==> config.mk <==
export PLATFORM = sky130hd
export DESIGN_NAME = vm_key_conditioner
export DESIGN_NICKNAME = d
export VERILOG_FILES = /design/src/rtl/vm_key_conditioner.sv
export SDC_FILE = /design/constraint.sdc
export NUM_CORES = 1
export LEC_CHECK = 0
export ABC_CLOCK_PERIOD_IN_PS = 1900
export CAP_MARGIN = 20
export CORE_MARGIN = 2
export CORE_UTILIZATION = 55
export CTS_CLUSTER_DIAMETER = 150
export CTS_CLUSTER_SIZE = 12
export DETAILED_ROUTE_END_ITERATION = 7
export PLACE_DENSITY = 0.78
export SYNTH_ARGS = -nofsm -noshare
export SYNTH_HDL_FRONTEND = slang
export SYNTH_SLANG_ARGS = --single-unit
==> constraint.sdc <==
create_clock -name clk -period 1.9 [get_ports clk]
set_input_delay 0.19 -clock clk [delete_from_list [all_inputs] [get_ports clk]]
set_output_delay 0.19 -clock clk [all_outputs]
set_load 0.03 [all_outputs]
==> src/rtl/vm_key_conditioner.sv <==
// vm_key_conditioner: front-end for the vending machine's five raw inputs.
// Each channel is synchronised (2 flops), debounced (DB_CYCLES stable samples)
// and turned into a pending press on its accepted rising level. A registered
// fixed-priority arbiter issues at most one one-cycle pulse per clock.
// Priority: cancel > ten_yuan > one_yuan > buy_g1 > buy_g2. While inhibit is
// high only cancel may be issued; other presses stay pending.
// Optional feature macro: VM_KEY_DROP_COUNT_EN adds drop_cnt[7:0], a
// saturating count of cycles in which a press was merged into a pending one.
// Reset is synchronous and active-low.

module vm_key_conditioner #(
    parameter int unsigned DB_CYCLES = 1000000,
    parameter int unsigned CNT_W     = 20
) (
    input  logic       clk,
    input  logic       rst,
    input  logic       one_yuan_raw,
    input  logic       ten_yuan_raw,
    input  logic       cancel_raw,
    input  logic       buy_g1_raw,
    input  logic       buy_g2_raw,
    input  logic       inhibit,
    output logic       one_yuan,
    output logic       ten_yuan,
    output logic       cancel,
    output logic       buy_g1,
    output logic       buy_g2,
    output logic       overrun
`ifdef VM_KEY_DROP_COUNT_EN
    ,
    output logic [7:0] drop_cnt
`endif
);

    // Channel index doubles as priority rank: lower index wins.
    localparam int NumCh    = 5;
    localparam int ChCancel = 0;
    localparam int ChTen    = 1;
    localparam int ChOne    = 2;
    localparam int ChG1     = 3;
    localparam int ChG2     = 4;

    localparam logic [CNT_W-1:0] CntMax = CNT_W'(DB_CYCLES - 1);

    logic [NumCh-1:0] raw_vec;
    logic [NumCh-1:0] sync1_q;
    logic [NumCh-1:0] sync2_q;
    logic [NumCh-1:0] stable_q;
    logic [NumCh-1:0] stable_d;
    logic [CNT_W-1:0] cnt_q [NumCh];
    logic [CNT_W-1:0] cnt_d [NumCh];
    logic [NumCh-1:0] rise;
    logic [NumCh-1:0] merge;
    logic [NumCh-1:0] pending_q;
    logic [NumCh-1:0] pending_d;
    logic [NumCh-1:0] eligible;
    logic [NumCh-1:0] grant;
    logic [NumCh-1:0] pulse_q;
    logic             overrun_q;
    logic             overrun_d;

    assign raw_vec[ChCancel] = cancel_raw;
    assign raw_vec[ChTen]    = ten_yuan_raw;
    assign raw_vec[ChOne]    = one_yuan_raw;
    assign raw_vec[ChG1]     = buy_g1_raw;
    assign raw_vec[ChG2]     = buy_g2_raw;

    // Debounce: accept a level only after DB_CYCLES consecutive differing samples.
    always_comb begin
        stable_d = stable_q;
        for (int i = 0; i < NumCh; i++) begin
            cnt_d[i] = cnt_q[i];
            if (sync2_q[i] == stable_q[i]) begin
                cnt_d[i] = '0;
            end else if (cnt_q[i] == CntMax) begin
                stable_d[i] = sync2_q[i];
                cnt_d[i]    = '0;
            end else begin
                cnt_d[i] = cnt_q[i] + CNT_W'(1);
            end
        end
    end

    // A press is the accepted 0->1 edge; releases generate nothing.
    assign rise  = stable_d & ~stable_q;
    // A press landing on an already pending channel is folded into it.
    assign merge = rise & pending_q;

    // Arbitration: while inhibited only cancel competes.
    always_comb begin
        eligible = pending_q;
        if (inhibit) begin
            eligible           = '0;
            eligible[ChCancel] = pending_q[ChCancel];
        end
        grant = '0;
        for (int i = 0; i < NumCh; i++) begin
            if (eligible[i] && (grant == '0)) begin
                grant[i] = 1'b1;
            end
        end
    end

    // Pending bookkeeping and sticky overrun.
    always_comb begin
        pending_d = (pending_q | rise) & ~grant;
        overrun_d = overrun_q | (|merge);
    end

    // State registers: sync chain, debounce, pending, pulses, overrun.
    always_ff @(posedge clk) begin
        if (!rst) begin
            sync1_q   <= '0;
            sync2_q   <= '0;
            stable_q  <= '0;
            pending_q <= '0;
            pulse_q   <= '0;
            overrun_q <= 1'b0;
            for (int i = 0; i < NumCh; i++) begin
                cnt_q[i] <= '0;
            end
        end else begin
            sync1_q   <= raw_vec;
            sync2_q   <= sync1_q;
            stable_q  <= stable_d;
            pending_q <= pending_d;
            pulse_q   <= grant;
            overrun_q <= overrun_d;
            for (int i = 0; i < NumCh; i++) begin
                cnt_q[i] <= cnt_d[i];
            end
        end
    end

`ifdef VM_KEY_DROP_COUNT_EN
    logic [7:0] drop_cnt_q;

    // Saturating merge counter; simultaneous merges count once.
    always_ff @(posedge clk) begin
        if (!rst) begin
            drop_cnt_q <= 8'd0;
        end else if ((|merge) && (drop_cnt_q != 8'hff)) begin
            drop_cnt_q <= drop_cnt_q + 8'd1;
        end
    end

    assign drop_cnt = drop_cnt_q;
`endif

    assign cancel   = pulse_q[ChCancel];
    assign ten_yuan = pulse_q[ChTen];
    assign one_yuan = pulse_q[ChOne];
    assign buy_g1   = pulse_q[ChG1];
    assign buy_g2   = pulse_q[ChG2];
    assign overrun  = overrun_q;

endmodule

== After elaboration in Yosys (flattened, before gate mapping) ==
Memories as Yosys holds them, arrays and structs flattened.
Index checks and enable logic that the tools add are counted.

* Add/subtract/negate cells: 5
* Eq/ne operators: 10
* Muxes and demuxes: 33
* Bitwise operators: 13
* Reduce and logical (&&, ||, !) cells: 8

{| class="wikitable"
|+ Operators by type and width
! kind !! count
|-
| 2-to-1 mux 20 bit || 15
|-
| adder 20 x 1 -> 20 bit, second input constant || 5
|-
| equality test 20 bit, second input constant || 5
|-
| 2-to-1 mux 1 bit || 17
|-
| AND 5 bit || 3
|-
| NOT 5 bit || 2
|-
| bitwise OR 1 bit || 6
|-
| equality test 1 bit || 5
|-
| 2-to-1 mux 5 bit || 1
|-
| bitwise OR 5 bit || 1
|-
| OR reduction 5 bit || 1
|-
| logical AND 1 bit || 4
|-
| logical NOT 4 bit || 1
|-
| logical NOT 3 bit || 1
|-
| logical NOT 2 bit || 1
|-
| NOT 1 bit || 1
|}

* Bits in registers: 26
* Memory bits (writable): 100
* Bits of input ports: 8
* Output and inout port bits: 6
* Logic and storage cells: 76
* Memories kept: 1

{| class="wikitable"
|+ Memories
! memory !! depth !! bits a word !! read ports !! clocked after Yosys merged registers in !! write ports !! RTL line !! RTL
|-
| cnt_q || 5 || 20 || 5 || 0 || 5 || 50 || <nowiki>logic [CNT_W-1:0] cnt_q [NumCh];</nowiki>
|}

== Longest topological paths before layout ==
Gate-level depths: netlist of the first run.

* Word-level depth: 16
* Depth in mapped cells: 7
* Gate-level depth less buffers: 6

== Worst setup path after synthesis of the first run ==
No wires, ideal clock.

* Kind: register to register
* Start point: memory cnt_q[0][0]
* End point: memory cnt_q[0][11]
* Setup time: 0.117 ns
* Arrival: 1.719 ns
* Data required time: 1.783 ns
* Setup slack: 0.064 ns
* Cell stages (with the launch flop): 8
* Buffers on the path: 1
* Clock period less this slack: 1.836 ns
* Cells stage by stage: dfxtp_1 ha_1 and3_1 nand3_1 nor4_1 or3_1 buf_2 nor2_1

{| class="wikitable"
|+ RTL lines
! item !! RTL line
|-
| start: declaration || 50
|}

==> reports/qor.txt, run 1 <==
worst path cell trace = nor4b_2 > nand3_1 > or3_4 > or4b_4 > a21oi_2
DP Area = 5830 sq um
post-layout util = 70.2%
WL final = 9850 um
drt first-iter violations = 144
via count = 4198
pin count of the biggest net entering global routing = 21
Longest Clk Path Bufs = 2
CTS Hold Bufs = 0
worst path required time = 2.35 ns
nets@finish = 668
Filler Cells Inserted = 691
Post-Syn Area = 5340 sq um
top area cells in the synthesized netlist = dfxtp_1 47%, xnor2_1 10%, nor2_1 9.5%
Tcrit/Tclk final = 96.3%
Seq pwr share = 43.6%
CTS tree = yes
multi-input logic area = 2710 sq um
Max VDD drop = 587 uV
Hold Crit Class = input pin to flip-flop
synth warn = 0
clock power share = 55.1%
status = finished, final reports clean
first-pass GRT wire length = 16700 um
die area = 10500 sq um
Starting Density = 57.2%
Crit. End Element = flip-flop
Syn Nets = 620
count of final setup violators = 0
Sequential cell area = 2530 sq um
Seq cells post-synth = 126
net switching share of the total power = 20.8%
total track usage = 20.1%
setup TNS = 0 ns
drt wl/cell = 12.4 um
Layout area overhead = 22.7%
Yosys top cell by area = dfxtp_1
post-layout min period = 1.83 ns
Final Hold Violating Endpoints = 0
vias in the first global route = 3892
Residual DRC = 0
Chip Height = 102 um
WHS = 0.278 ns
Cell Int Power = 0.00485 W
Max-Cap Viols = 0
CP Class = flip-flop to flip-flop
grt total ovfl = 0
Worst setup SP type = flip-flop
post-synth cell types = 43
hpwl dp = 6690 um
fin area = 6550 sq um
# IOs = 14
clock-pin slew on the worst setup and hold paths = 0.06 ns
crit path from = cnt_q[0][33]
sequential-to-total area share from yosys stat = 47.3%
Mapped Cells = 607
hold_sp = one_yuan_raw
Pwr Density = 934 nW/um^2
Leak Pwr = 2.12 nW
clk sinks = 126
CP max-delay cell = or4b_4
clk_skew = 0.00606 ns
clk_lat worst skew = 0.52 ns
Core Area = 9330 sq um
initial antenna violation count = 0
Placer Congestion = 0.847
total CTS buffers = 17
Initial DRT Pass Iterations = 4
diode count = 0
CTS H-tree lvls = 4
Max-Slew Margin vs Limit = 72.7%
Max stage delay on crit path = 0.49 ns
Reg-to-Reg Start = cnt_q[0][33]
worst path arrival time = 2.28 ns
# port buffers = 13
post-route ant nets = 0
row count = 35
fmax = 547 MHz
Clock Root Buffer = clkbuf_8
Syn Area/Cell = 8.79 sq um
Synth top area share = 47.3%
worst slew pin tran = 0.410 ns
crit-path max FO = 4
Die W = 102 um
Slew Limit Fails = 0
Comb pwr share = 1.3%
share of cells above drive strength 1 = 13.0%
RSZ-0062 raised after global routing = no
Vias/cell = 5.27
Net Switching = 0.00127 W
-- state kept, by name, summed over array words and instances (netlist names) --
| signal | cells |
|---|---|
| sync2_q | 5 |
| cnt_q | 100 |
| pending_q | 5 |
| stable_q | 5 |
| overrun | 1 |
| sync1_q | 5 |
| pulse_q | 5 |
-- power by group through the flow --
stage	Clock (W)	Combinational, W	Sequential [W]
2_1_floorplan	0	0.0000388	0.00272
3_3_place_gp	0	0.0000791	0.00272
3_5_place_dp	0	0.0000810	0.00272
4_1_cts	0.00343	0.0000816	0.00266
5_1_grt	0.00353	0.0000892	0.00266
6_report	0.00337	0.0000818	0.00266
-- layout by cell type (no fill, tap or decap), types with 2 or more instances in the layout --
master,n
nor2_1,135
dfxtp_1,122
xnor2_1,61
xor2_1,34
nand2_1,34
nand3_1,31
buf_4,28
nand4_1,25
inv_1,22
nor3_1,21
nor4_1,16
clkbuf_16,16
and2_1,13
clkdlybuf4s50_1,13
and3_1,9
and4_1,7
mux2i_1,5
or3_1,5
ha_1,5
buf_12,5
nor4_2,4
nor2b_1,4
inv_6,4
bufinv_16,4
clkinvlp_4,4
dfxtp_2,4
clkinv_4,3
nor4b_2,2
and4_2,2
or3b_2,2
nor4b_1,2
or2_2,2
or4_1,2
nor3b_1,2
nand4b_1,2
-- cells in the mapped netlist --
cell type  count
a22oi_1        1
or2_2          2
a21oi_1        2
and2_1        13
mux2i_1        5
a31oi_1        1
nand3b_1       1
dfxtp_1      126
nor3_1        21
nor2_1       135
and4_1         9
or4b_1         1
nor4b_1        4
clkbuf_1      10
or3_1          5
nand3_1       31
xnor2_1       61
inv_1         22
a41oi_1        1
or3_4          1
nand4bb_1      1
nor2b_1        4
nand4_1       25
nand2_1       34
nor4_1        19
and2_2         1
nand2b_1       1
nor3b_1        2
nor4bb_1       1
xor2_1        34
and3_1         9
or3b_2         2
nand2_4        1
and4b_1        1
ha_1           5
o31ai_1        1
nor4_2         1
buf_6          1
nand4b_1       2
o21ai_0        1
a311oi_1       1
or4_1          2
buf_2          6
-- final cells by class --
cell class	instances	share of cell area, %
repair buffers	46	6.73
clock inverters	15	3.23
well taps	129	2.47
flip-flops and latches	126	38.6
multi-input cells	442	41.4
inverters	22	1.26
clock buffers	17	6.33
-- what timing repair did --
item                       CTS  global route
hold endpoints to repair     0             0
resized for setup            4            11
pin swaps                    1             9
setup buffers                3             1
setup endpoints to repair    1            43
-- final timing paths --
kind                                     end  slack [ns]  cells past startpoint
worst max register to register  pending_q[1]        0.07                      5
worst min-delay path              sync1_q[2]        0.28                      2
worst min register to register    sync2_q[0]        0.43                      1
worst max-delay path            pending_q[1]        0.07                      5
-- through the flow --
step	worst slack [ns]	power, W	cells
CTS	0.00462	0.00617	796
global placement	0.0428	0.00280	761
floorplan	0.0642	0.00276	607
global route	0.00334	0.00629	797
detailed placement	-0.0211	0.00280	761
finish	0.0712	0.00612	797
-- critical path: cells and delay by family, from the launching register on --
| kind | cells | cell delay [ns] |
|---|---|---|
| AND/OR/NAND/NOR | 4 | 1.30 |
| AO/OA/AOI/OAI | 1 | 0.13 |
| flip-flops | 1 | 0.33 |
-- metal layers --
layer / wire length [um] / GRT usage, %
met5: 0 / 0
met4: 165 / 9.13
met3: 324 / 5.97
met2: 4710 / 33.6
met1: 4660 / 23.9
-- cells by family (layout without fill, tap and decap cells) --
| group | Yosys count | count (layout) | share of synthesized area [%] |
|---|---|---|---|
| fa+ha+maj | 5 | 5 | 1.17 |
| flops | 126 | 126 | 47.3 |
| buf+inv | 39 | 100 | 3.03 |
| compound gates | 8 | 8 | 1.01 |
| mux | 5 | 5 | 0.938 |
| simple gates | 329 | 329 | 31.0 |
| xor+xnor | 95 | 95 | 15.6 |
No activity file was read; power rests on OpenSTA's default activity.
==> run 2: changes to the inputs <==
- CORE_UTILIZATION: 55 -> 57
- CTS_BUF_LIST: default -> sky130_fd_sc_hd__clkbuf_4 sky130_fd_sc_hd__clkbuf_8
- PLACE_DENSITY: 0.78 -> 0.8
==> run 2 against run 1 <==
Fmax is 0.38% higher. Non-clock buffer count shrank 3. Clock-buffer cell count is 1 higher. Global-route usage grew 1.1 points. Die area fell by 3.4%. Sequential cell count unchanged. Sequential power hardly changed. Critical path depth stayed put.
==> reports/qor.txt, run 2 (same netlist as run 1, synthesis figures left out) <==
Chip Height = 101 um (was 102 um)
DP Area = 5800 sq um (was 5830 sq um)
count of final setup violators = 0 (unchanged)
clock-pin slew on the worst setup and hold paths = 0.08 ns (was 0.06 ns)
clk sinks = 126 (unchanged)
pin count of the biggest net entering global routing = 21 (unchanged)
grt total ovfl = 0 (unchanged)
diode count = 0 (unchanged)
worst path arrival time = 2.20 ns (was 2.28 ns)
Core Area = 9150 sq um (was 9330 sq um)
vias in the first global route = 3939 (was 3892)
worst path required time = 2.28 ns (was 2.35 ns)
share of cells above drive strength 1 = 13.5% (was 13.0%)
Final Hold Violating Endpoints = 0 (unchanged)
Starting Density = 58.3% (was 57.2%)
initial antenna violation count = 0 (unchanged)
Max stage delay on crit path = 0.51 ns (was 0.49 ns)
# port buffers = 13 (unchanged)
CTS Hold Bufs = 0 (unchanged)
via count = 4166 (was 4198)
CP max-delay cell = or4b_4 (unchanged)
CP Class = flip-flop to flip-flop (unchanged)
drt wl/cell = 13.3 um (was 12.4 um)
first-pass GRT wire length = 17100 um (was 16700 um)
post-route ant nets = 0 (unchanged)
status = finished, final reports clean (unchanged)
fin area = 6290 sq um (was 6550 sq um)
Non-Filler Instances = 776 (was 797)
Max-Slew Margin vs Limit = 72.5% (was 72.7%)
WL final = 10300 um (was 9850 um)
crit-path max FO = 4 (unchanged)
total track usage = 21.2% (was 20.1%)
Clock Root Buffer = clkbuf_8 (unchanged)
clk_skew = 0.0115 ns (was 0.00606 ns)
Placed Instances = 742 (was 761)
Tcrit/Tclk final = 95.9% (was 96.3%)
row count = 35 (unchanged)
drt first-iter violations = 179 (was 144)
worst path cell trace = nor4bb_4 > nand2_1 > or3_4 > or4b_4 > a21oi_1 (was nor4b_2 > nand3_1 > or3_4 > or4b_4 > a21oi_2)
Slew Limit Fails = 0 (unchanged)
Worst Path Buf+Inv = 0 (unchanged)
nets@finish = 665 (was 668)
CTS H-tree lvls = 4 (unchanged)
Placer Congestion = 0.858 (was 0.847)
Worst setup SP type = flip-flop (unchanged)
clk_lat worst skew = 0.45 ns (was 0.52 ns)
Hold Crit Class = input pin to flip-flop (unchanged)
# IOs = 14 (unchanged)
commonest cells after routing, fill and taps aside = 135 x nor2_1, 119 x dfxtp_1, 61 x xnor2_1, 34 x xor2_1, 34 x nand2_1 (was 135 x nor2_1, 122 x dfxtp_1, 61 x xnor2_1, 34 x xor2_1, 34 x nand2_1)
most common cell after layout, fill and taps aside = nor2_1 (unchanged)
CP delay by family, top = simple AND/OR/NAND/NOR gates (unchanged)
die area = 10100 sq um (was 10500 sq um)
Leak Pwr = 2.02 nW (was 2.12 nW)
hpwl dp = 6700 um (was 6690 um)
Max VDD drop = 566 uV (was 587 uV)
Longest Clk Path Bufs = 2 (unchanged)
post-layout min period = 1.82 ns (was 1.83 ns)
Layout area overhead = 17.8% (was 22.7%)
Vias/cell = 5.37 (was 5.27)
worst slew pin tran = 0.413 ns (was 0.410 ns)
Pwr Density = 787 nW/um^2 (was 934 nW/um^2)
Residual DRC = 0 (unchanged)
Crit. End Element = flip-flop (unchanged)
CTS tree = yes (unchanged)
fmax = 549 MHz (was 547 MHz)
Largest register FFs = 100 (unchanged)
total CTS buffers = 17 (unchanged)
register bank with the most flops = cnt_q (unchanged)
Max-Cap Viols = 0 (unchanged)
Initial DRT Pass Iterations = 5 (was 4)
Tot Pwr = 0.00495 W (was 0.00612 W)
Die W = 101 um (was 102 um)
==> run 2: final timing paths <==
path,start,endpoint,slack [ns],cells after the start
worst max-delay path,cnt_q[0][28],pending_q[1],0.08,5
worst min-delay path,cancel_raw,sync1_q[0],0.33,2
worst max register to register,cnt_q[0][28],pending_q[1],0.08,5
worst min register to register,cnt_q[0][60],cnt_q[0][60],0.44,1
==> run 2: stage by stage <==
| step | util [%] | setup slack, ns | TNS [ns] | hold slack, ns |
|---|---|---|---|---|
| 2_1_floorplan | - | 0.0642 | 0 | 0.266 |
| 3_3_place_gp | 63.3 | 0.0302 | 0 | 0.417 |
| 3_5_place_dp | 63.3 | -0.0289 | -0.0289 | 0.427 |
| 4_1_cts | 67.7 | 0.00378 | 0 | 0.309 |
| 5_1_grt | 68.7 | -0.0479 | -0.0594 | 0.316 |
| 6_report | 68.7 | 0.0782 | 0 | 0.327 |
==> run 2: what timing repair did <==
item | in CTS | in global routing
setup buffers | 0 | 2
gates resized for setup | 2 | 21
endpoints found under the setup margin | 1 | 86
pin swaps | 0 | 7
==> run 2: per-layer routing <==
layer  wire length [um]  track usage [%]
met5                  0                0
met4                163             9.91
met3                421             7.35
met2               5040             34.3
met1               4660             25.3
==> run 2: final cells by class <==
class | instances | area [sq um]
Inverter | 22 | 82.6
Multi-Input combinational cell | 442 | 2730
Sequential cell | 126 | 2530
Timing Repair Buffer | 43 | 418
Clock inverter | 14 | 136
Fill cell | 680 | 2870
Clock buffer | 18 | 248
Tap cell | 111 | 139
==> run 2: power breakdown <==
| group | switching (W) | leakage (nW) | internal [W] |
|---|---|---|---|
| Sequential | 0.00000874 | 1.02 | 0.00265 |
| Combinational | 0.0000399 | 0.811 | 0.0000409 |
| Clock | 0.00112 | 0.186 | 0.00109 |
==> run 2: worst register-to-register path: stages, from the launching register on <==
cell and delay [ns]:
dfxtp_2 0.35, nor4bb_4 0.24, nand2_1 0.12, or3_4 0.41, or4b_4 0.51, a21oi_1 0.12
